$ cat config.mk
export PLATFORM = sky130hd
export DESIGN_NAME = ibufds_rx_filter
export DESIGN_NICKNAME = d
export VERILOG_FILES = /design/src/rtl/ibufds_rx_pkg.sv /design/src/rtl/ibufds_rx_chan.sv /design/src/rtl/ibufds_rx_filter.sv
export SDC_FILE = /design/constraint.sdc
export NUM_CORES = 1
export LEC_CHECK = 0
export BUFFER_PORTS_ARGS = -buffer_cell sky130_fd_sc_hd__buf_2
export CAP_MARGIN = 20
export CORE_AREA = 2 2 156 120
export DETAILED_ROUTE_END_ITERATION = 16
export DIE_AREA = 0 0 158 122
export GPL_TIMING_DRIVEN = 0
export PLACE_DENSITY = 0.77
export SYNTH_ARGS = -nofsm -noshare
export SYNTH_HDL_FRONTEND = slang
export SYNTH_SLANG_ARGS = --single-unit
export TNS_END_PERCENT = 100
$ cat constraint.sdc
create_clock -name clk -period 2.7 [get_ports clk]
set_input_delay 0.405 -clock clk [delete_from_list [all_inputs] [get_ports clk]]
set_output_delay 0.405 -clock clk [all_outputs]
set_load 0.005 [all_outputs]
$ cat src/rtl/ibufds_rx_pkg.sv
// Shared types and pair encodings for the ibufds_rx_filter differential receiver.
// Pair values are written as {I, IB}.
package ibufds_rx_pkg;

  typedef enum logic {
    ST_STEADY = 1'b0,
    ST_QUAL   = 1'b1
  } chan_state_t;

  localparam logic [1:0] PAIR_ONE  = 2'b10;
  localparam logic [1:0] PAIR_ZERO = 2'b01;
  localparam logic [1:0] PAIR_LO   = 2'b00;
  localparam logic [1:0] PAIR_HI   = 2'b11;

  // Width of the qualification counter; bounds FILT_LEN to 1..255.
  localparam int QUAL_W = 8;

  // A pair is valid only when its two legs disagree (10 or 01).
  function automatic logic is_valid_pair(input logic [1:0] pair);
    return (pair == PAIR_ONE) || (pair == PAIR_ZERO);
  endfunction

endpackage

$ cat src/rtl/ibufds_rx_chan.sv
// One receiver channel: two-flop synchroniser, stability filter, sticky data output,
// saturating invalid-event counter and, with IBUFDS_RX_EDGE_EN, rise/fall pulses.
module ibufds_rx_chan
  import ibufds_rx_pkg::*;
#(
  parameter int FILT_LEN = 4,
  parameter int CNT_W    = 8
) (
  input  logic             clk,
  input  logic             reset_n,
  input  logic             i,
  input  logic             ib,
  input  logic             cnt_clr,
  output logic             o,
  output logic             invalid,
  output logic [CNT_W-1:0] err_cnt
`ifdef IBUFDS_RX_EDGE_EN
  ,
  output logic             rise,
  output logic             fall
`endif
);

  localparam logic [QUAL_W-1:0] QUAL_TARGET = QUAL_W'(FILT_LEN);
  localparam logic [QUAL_W-1:0] QUAL_ONE    = QUAL_W'(1);

  logic [1:0]        sync1_q;
  logic [1:0]        sync2_q;
  logic [1:0]        sample;

  chan_state_t       state_q;
  chan_state_t       state_nxt;
  logic [1:0]        cp_q;
  logic [1:0]        cp_nxt;
  logic [1:0]        cand_q;
  logic [1:0]        cand_nxt;
  logic [QUAL_W-1:0] qual_q;
  logic [QUAL_W-1:0] qual_nxt;
  logic [QUAL_W-1:0] qual_inc;

  logic              commit;
  logic [1:0]        commit_pair;
  logic              o_nxt;
  logic              invalid_nxt;
  logic              err_event;
  logic [CNT_W-1:0]  cnt_nxt;

  // The pad pair is asynchronous to clk; both legs go through two flops before use.
  // NOTE: sequential state uses non-blocking assignments so every flop samples pre-edge values.
  always_ff @(posedge clk or negedge reset_n) begin
    if (!reset_n) begin
      sync1_q <= '0;
      sync2_q <= '0;
    end else begin
      sync1_q <= {i, ib};
      sync2_q <= sync1_q;
    end
  end

  assign sample   = sync2_q;
  assign qual_inc = qual_q + QUAL_ONE;

  // NOTE: every variable gets a default before the case so no path can infer a latch.
  always_comb begin
    state_nxt   = state_q;
    cand_nxt    = cand_q;
    qual_nxt    = qual_q;
    commit      = 1'b0;
    commit_pair = cand_q;

    case (state_q)
      ST_STEADY: begin
        if (sample != cp_q) begin
          if (FILT_LEN == 1) begin
            commit      = 1'b1;
            commit_pair = sample;
          end else begin
            cand_nxt  = sample;
            qual_nxt  = QUAL_ONE;
            state_nxt = ST_QUAL;
          end
        end
      end

      ST_QUAL: begin
        if (sample == cand_q) begin
          if (qual_inc == QUAL_TARGET) begin
            commit      = 1'b1;
            commit_pair = cand_q;
            qual_nxt    = '0;
            state_nxt   = ST_STEADY;
          end else begin
            qual_nxt = qual_inc;
          end
        end else if (sample == cp_q) begin
          // Glitch back to the committed pair: abandon the candidate silently.
          qual_nxt  = '0;
          state_nxt = ST_STEADY;
        end else begin
          cand_nxt = sample;
          qual_nxt = QUAL_ONE;
        end
      end

      default: begin
        qual_nxt  = '0;
        state_nxt = ST_STEADY;
      end
    endcase
  end

  // Commit effects: O only follows valid pairs, so it holds through invalid periods.
  always_comb begin
    cp_nxt      = cp_q;
    o_nxt       = o;
    invalid_nxt = invalid;
    err_event   = 1'b0;
    if (commit) begin
      cp_nxt    = commit_pair;
      err_event = is_valid_pair(cp_q) && !is_valid_pair(commit_pair);
      if (is_valid_pair(commit_pair)) begin
        o_nxt       = commit_pair[1];
        invalid_nxt = 1'b0;
      end else begin
        invalid_nxt = 1'b1;
      end
    end
  end

  // Clear has priority over a coincident increment; the counter sticks at all-ones.
  always_comb begin
    cnt_nxt = err_cnt;
    if (cnt_clr) begin
      cnt_nxt = '0;
    end else if (err_event && (err_cnt != '1)) begin
      cnt_nxt = err_cnt + CNT_W'(1);
    end
  end

  // NOTE: every flop here is reset, including candidate and count, so a reset mid-qualification leaves nothing behind.
  always_ff @(posedge clk or negedge reset_n) begin
    if (!reset_n) begin
      state_q <= ST_STEADY;
      cp_q    <= PAIR_ZERO;
      cand_q  <= PAIR_ZERO;
      qual_q  <= '0;
      o       <= 1'b0;
      invalid <= 1'b0;
      err_cnt <= '0;
    end else begin
      state_q <= state_nxt;
      cp_q    <= cp_nxt;
      cand_q  <= cand_nxt;
      qual_q  <= qual_nxt;
      o       <= o_nxt;
      invalid <= invalid_nxt;
      err_cnt <= cnt_nxt;
    end
  end

`ifdef IBUFDS_RX_EDGE_EN
  logic o_dly;

  // Pulses trail the O change by one cycle; reset clears both copies so no pulse follows it.
  always_ff @(posedge clk or negedge reset_n) begin
    if (!reset_n) begin
      o_dly <= 1'b0;
      rise  <= 1'b0;
      fall  <= 1'b0;
    end else begin
      o_dly <= o;
      rise  <= o & ~o_dly;
      fall  <= ~o & o_dly;
    end
  end
`endif

endmodule

$ cat src/rtl/ibufds_rx_filter.sv
// Multi-channel filtered differential receiver: WIDTH independent ibufds_rx_chan instances.
// Define IBUFDS_RX_EDGE_EN to add the rise/fall pulse outputs.
module ibufds_rx_filter
  import ibufds_rx_pkg::*;
#(
  parameter int WIDTH    = 8,
  parameter int FILT_LEN = 4,
  parameter int CNT_W    = 8
) (
  input  logic                   clk,
  input  logic                   reset_n,
  input  logic [WIDTH-1:0]       I,
  input  logic [WIDTH-1:0]       IB,
  input  logic                   cnt_clr,
  output logic [WIDTH-1:0]       O,
  output logic [WIDTH-1:0]       invalid,
  output logic [WIDTH*CNT_W-1:0] err_cnt
`ifdef IBUFDS_RX_EDGE_EN
  ,
  output logic [WIDTH-1:0]       rise,
  output logic [WIDTH-1:0]       fall
`endif
);

  for (genvar ch = 0; ch < WIDTH; ch++) begin : g_chan
    ibufds_rx_chan #(
      .FILT_LEN (FILT_LEN),
      .CNT_W    (CNT_W)
    ) u_chan (
      .clk     (clk),
      .reset_n (reset_n),
      .i       (I[ch]),
      .ib      (IB[ch]),
      .cnt_clr (cnt_clr),
      .o       (O[ch]),
      .invalid (invalid[ch]),
      .err_cnt (err_cnt[ch*CNT_W +: CNT_W])
`ifdef IBUFDS_RX_EDGE_EN
      ,
      .rise    (rise[ch]),
      .fall    (fall[ch])
`endif
    );
  end

endmodule

==> results.py <==
metrics = {
    "die": {
        "top_level_ports": 99,
        "dieArea_um2": 19280,
        "die_w_um": 158,
        "start_util": 0.5826,
        "fp.dieH_um": 122,
        "num_rows": 43,
        "core_region_area_um2": 17970,
    },
    "logic_synthesis": {
        "syn-mean-instance-area_um2": 10.17,
        "synth_nets": 1066,
        "syn_area_um2": 10470,
        "synthArstFlopShare": 1.000,
        "synth_cells": 1029,
        "ys_types": 59,
        "synth_edf_count": 0,
        "seq_area_frac_synth": 0.5182,
        "ys.flop_type": "dfrtp_1",
        "yosys_warnings": 0,
        "ys_seq_elements": 216,
    },
    "power_and_ir_drop": {
        "p_sw_frac": 0.3182,
        "comb_power_share": 0.251,
        "p_leak_nw": 5.292,
        "pwr-share-clk": 0.314,
        "ir_drop_mv": 0.5770,
        "intPower_mw": 6.688,
        "seqPwrFrac": 0.435,
        "netSwitchingPower_mw": 3.122,
        "power.total_mw": 9.809,
        "pwr_density_cell_nw_per_um2": 805.7,
    },
    "finish": {
        "fillCellCount": 1464,
        "final_core_util": 0.6776,
        "final_cell_mix": "198 x dfrtp_1, 99 x buf_2, 90 x nor2_1, 90 x o21ai_0, 71 x nand2_1",
        "final_common_cell": "dfrtp_1",
        "syn_to_final_growth_pct": 16.30,
        "diodes": 0,
        "fin_area_um2": 12180,
        "final_nets": 1201,
        "final_layout_size_suffix_gt1_frac": 0.1847,
    },
    "setup_path": {
        "cp_data_arrival_time_ns": 2.99,
        "reg2reg_slack_ns": 0.12,
        "worstReg2RegStart": "g_chan[0].u_chan.qual_q[0]$_DFFE_PN0P_",
        "cp_max_fo": 10,
        "end_kind": "flip-flop",
        "rr_worst_depth": 7,
        "cp.required_ns": 3.11,
        "rr_endpoint": "g_chan[0].u_chan.err_cnt[6]$_DFFE_PN0P_",
        "startpoint_type": "flip-flop",
        "crit_type": "reg -> reg",
    },
    "clocking": {
        "cts_buffers": 22,
        "clkTransAtPathRegs_ns": 0.06,
        "cts_tree": "yes",
        "clkLatencyLatePin_ns": 0.50,
        "htreeDepth": 1,
        "cts_root_buf": "clkbuf_16",
        "post_cts_buffers": 0,
        "cts_sinks": 216,
        "cts.path.max_buffers": 3,
    },
    "routing": {
        "drc_errors": 0,
        "ant_nets": 0,
        "drt-initial-drc-count": 725,
        "dr.pass1.iters": 7,
        "wl_per_cell_um": 15.57,
        "via_count": 8267,
        "wirelength_um": 22220,
        "vias_per_cell": 5.793,
    },
    "global_route": {
        "grt_pass1_wl_um": 37670,
        "gr-usage-all-layers": 0.2370,
        "grt_max_degree": 116,
        "overflow": 0,
        "antenna_found_initial": 0,
        "grt_pass1_vias": 7695,
    },
    "sta": {
        "clock_skew_ns": 0.006477,
        "setup_ws_ns": 0.1248,
        "finalSetupTns_ns": 0,
        "max_freq_mhz": 388.3,
        "period_share": 0.9538,
        "period_minus_slack_ns": 2.575,
        "tightest_slew_ns": 0.8353,
        "max_slew_margin": 0.4343,
        "hold_viol": 0,
        "grt_setup_unrepaired": "yes",
        "final-max-slew-violation-count": 0,
        "final-setup-viol-count": 0,
    },
    "run_status": {
        "outcome": "finished clean",
    },
    "worst_hold_path": {
        "hp-class": "in -> reg",
        "hold_path_startpoint": "I[0]",
        "min_to": "g_chan[0].u_chan.sync1_q[1]$_DFF_PN0_",
        "hold_depth": 1,
    },
    "place": {
        "place.gp.congestion": 0.8163,
        "post-place-ws_ns": 0.07437,
        "place_area_um2": 11310,
        "io_buffers": 98,
        "hpwl_um": 14940,
    },
    "run": {
        "maxCapViolCount": 0,
    },
}
-- metal layers --
| layer | vias up | track usage | share of wire |
|---|---|---|---|
| li1 | 4030 | - | - |
| met1 | 3989 | 0.3734 | 0.50 |
| met2 | 209 | 0.3473 | 0.43 |
| met3 | 39 | 0.03273 | 0.047 |
| met4 | 0 | 0.05800 | 0.021 |
| met5 | - | 0 | 0 |
-- critical path: stages (launching register included) --
cell     delay (ns)
dfrtp_2        0.45
ha_1           0.25
and3_4         0.17
a311o_1        0.34
or4_4          0.45
buf_6          0.16
or4_1          0.50
a21oi_1        0.16
-- flip-flops by register name (all words and copies together), names as in the netlist --
register / cells
g_chan.u_chan.cp_q: 16
g_chan.u_chan.state_q: 8
g_chan.u_chan.sync1_q: 16
g_chan.u_chan.cand_q: 16
g_chan.u_chan.o: 8
g_chan.u_chan.invalid: 8
g_chan.u_chan.sample: 16
g_chan.u_chan.qual_q: 64
g_chan.u_chan.err_cnt: 64
-- power by group through the flow --
stage          Sequential (mW)  Combinational (mW)  Clock, mW
3_3_place_gp              4.29                2.34          0
6_report                  4.26                2.46       3.08
4_1_cts                   4.26                2.44       3.15
3_5_place_dp              4.31                2.42          0
5_1_grt                   4.35                2.78       3.28
2_1_floorplan             4.19                1.86          0
-- cell type report --
cell class | count | area (µm²) | area share
inverter | 19 | 71.32 | 0.005858
multi-input combinational | 746 | 4726 | 0.3881
tap | 247 | 309.0 | 0.02538
buffer | 48 | 251.5 | 0.02066
clock inverter | 8 | 67.56 | 0.005549
timing repair buffer | 111 | 643.1 | 0.05282
sequential | 216 | 5428 | 0.4458
clock buffer | 32 | 679.4 | 0.05580
-- cells in the mapped netlist, types with 15 or more instances --
master | count | area (µm²)
a21oi_1 | 37 | 185.2
and3_1 | 31 | 193.9
dfrtp_1 | 200 | 5005
buf_4 | 16 | 120.1
xnor2_1 | 68 | 595.6
o31ai_1 | 42 | 315.3
clkbuf_1 | 29 | 108.9
ha_1 | 18 | 225.2
inv_1 | 19 | 71.32
mux2_2 | 35 | 394.1
nand3_1 | 62 | 310.3
dfstp_2 | 16 | 420.4
nand4_1 | 15 | 93.84
nor2_1 | 91 | 341.6
nand2_1 | 71 | 266.5
or4_1 | 18 | 135.1
o21ai_0 | 90 | 450.4
nor4_1 | 24 | 150.1
-- how the worst max path moves through the flow --
| stage | start | to | slack, ns | cells after the start |
|---|---|---|---|---|
| floorplan | g_chan[0].u_chan.qual_q[0]$_DFFE_PN0P_ | g_chan[0].u_chan.err_cnt[5]$_DFFE_PN0P_ | 0.30 | 7 |
| global placement | reset_n | g_chan[3].u_chan.qual_q[4]$_DFFE_PN0P_ | -2.45 | 1 |
| detailed placement | g_chan[0].u_chan.qual_q[0]$_DFFE_PN0P_ | g_chan[0].u_chan.err_cnt[6]$_DFFE_PN0P_ | 0.07 | 8 |
| CTS | g_chan[0].u_chan.qual_q[0]$_DFFE_PN0P_ | g_chan[0].u_chan.err_cnt[6]$_DFFE_PN0P_ | 0.05 | 8 |
| global route | g_chan[3].u_chan.qual_q[1]$_DFFE_PN0P_ | g_chan[3].u_chan.err_cnt[4]$_DFFE_PN0P_ | -0.02 | 7 |
| finish | g_chan[0].u_chan.qual_q[0]$_DFFE_PN0P_ | g_chan[0].u_chan.err_cnt[6]$_DFFE_PN0P_ | 0.12 | 7 |
-- repair_timing --
action | CTS | global route
hold buffers | 10 | 1
hold endpoints to repair | 102 | 1
endpoints found under the setup margin | 0 | 14
gates resized for setup | 0 | 8
-- stage by stage --
stage	hold slack [ns]	instances
3_3_place_gp	0.3318	1374
5_1_grt	0.001525	1427
3_5_place_dp	0.3347	1375
6_report	0.01420	1427
4_1_cts	0.0005841	1425
2_1_floorplan	0.1094	1029
-- cells by family after synthesis --
group	share of synthesized area
compound gates	0.1358
xor+xnor	0.06442
fa+ha+maj	0.02151
buf+inv	0.03060
flops	0.5182
mux	0.04434
simple gates	0.1851
No activity file was read; power rests on OpenSTA's default activity.
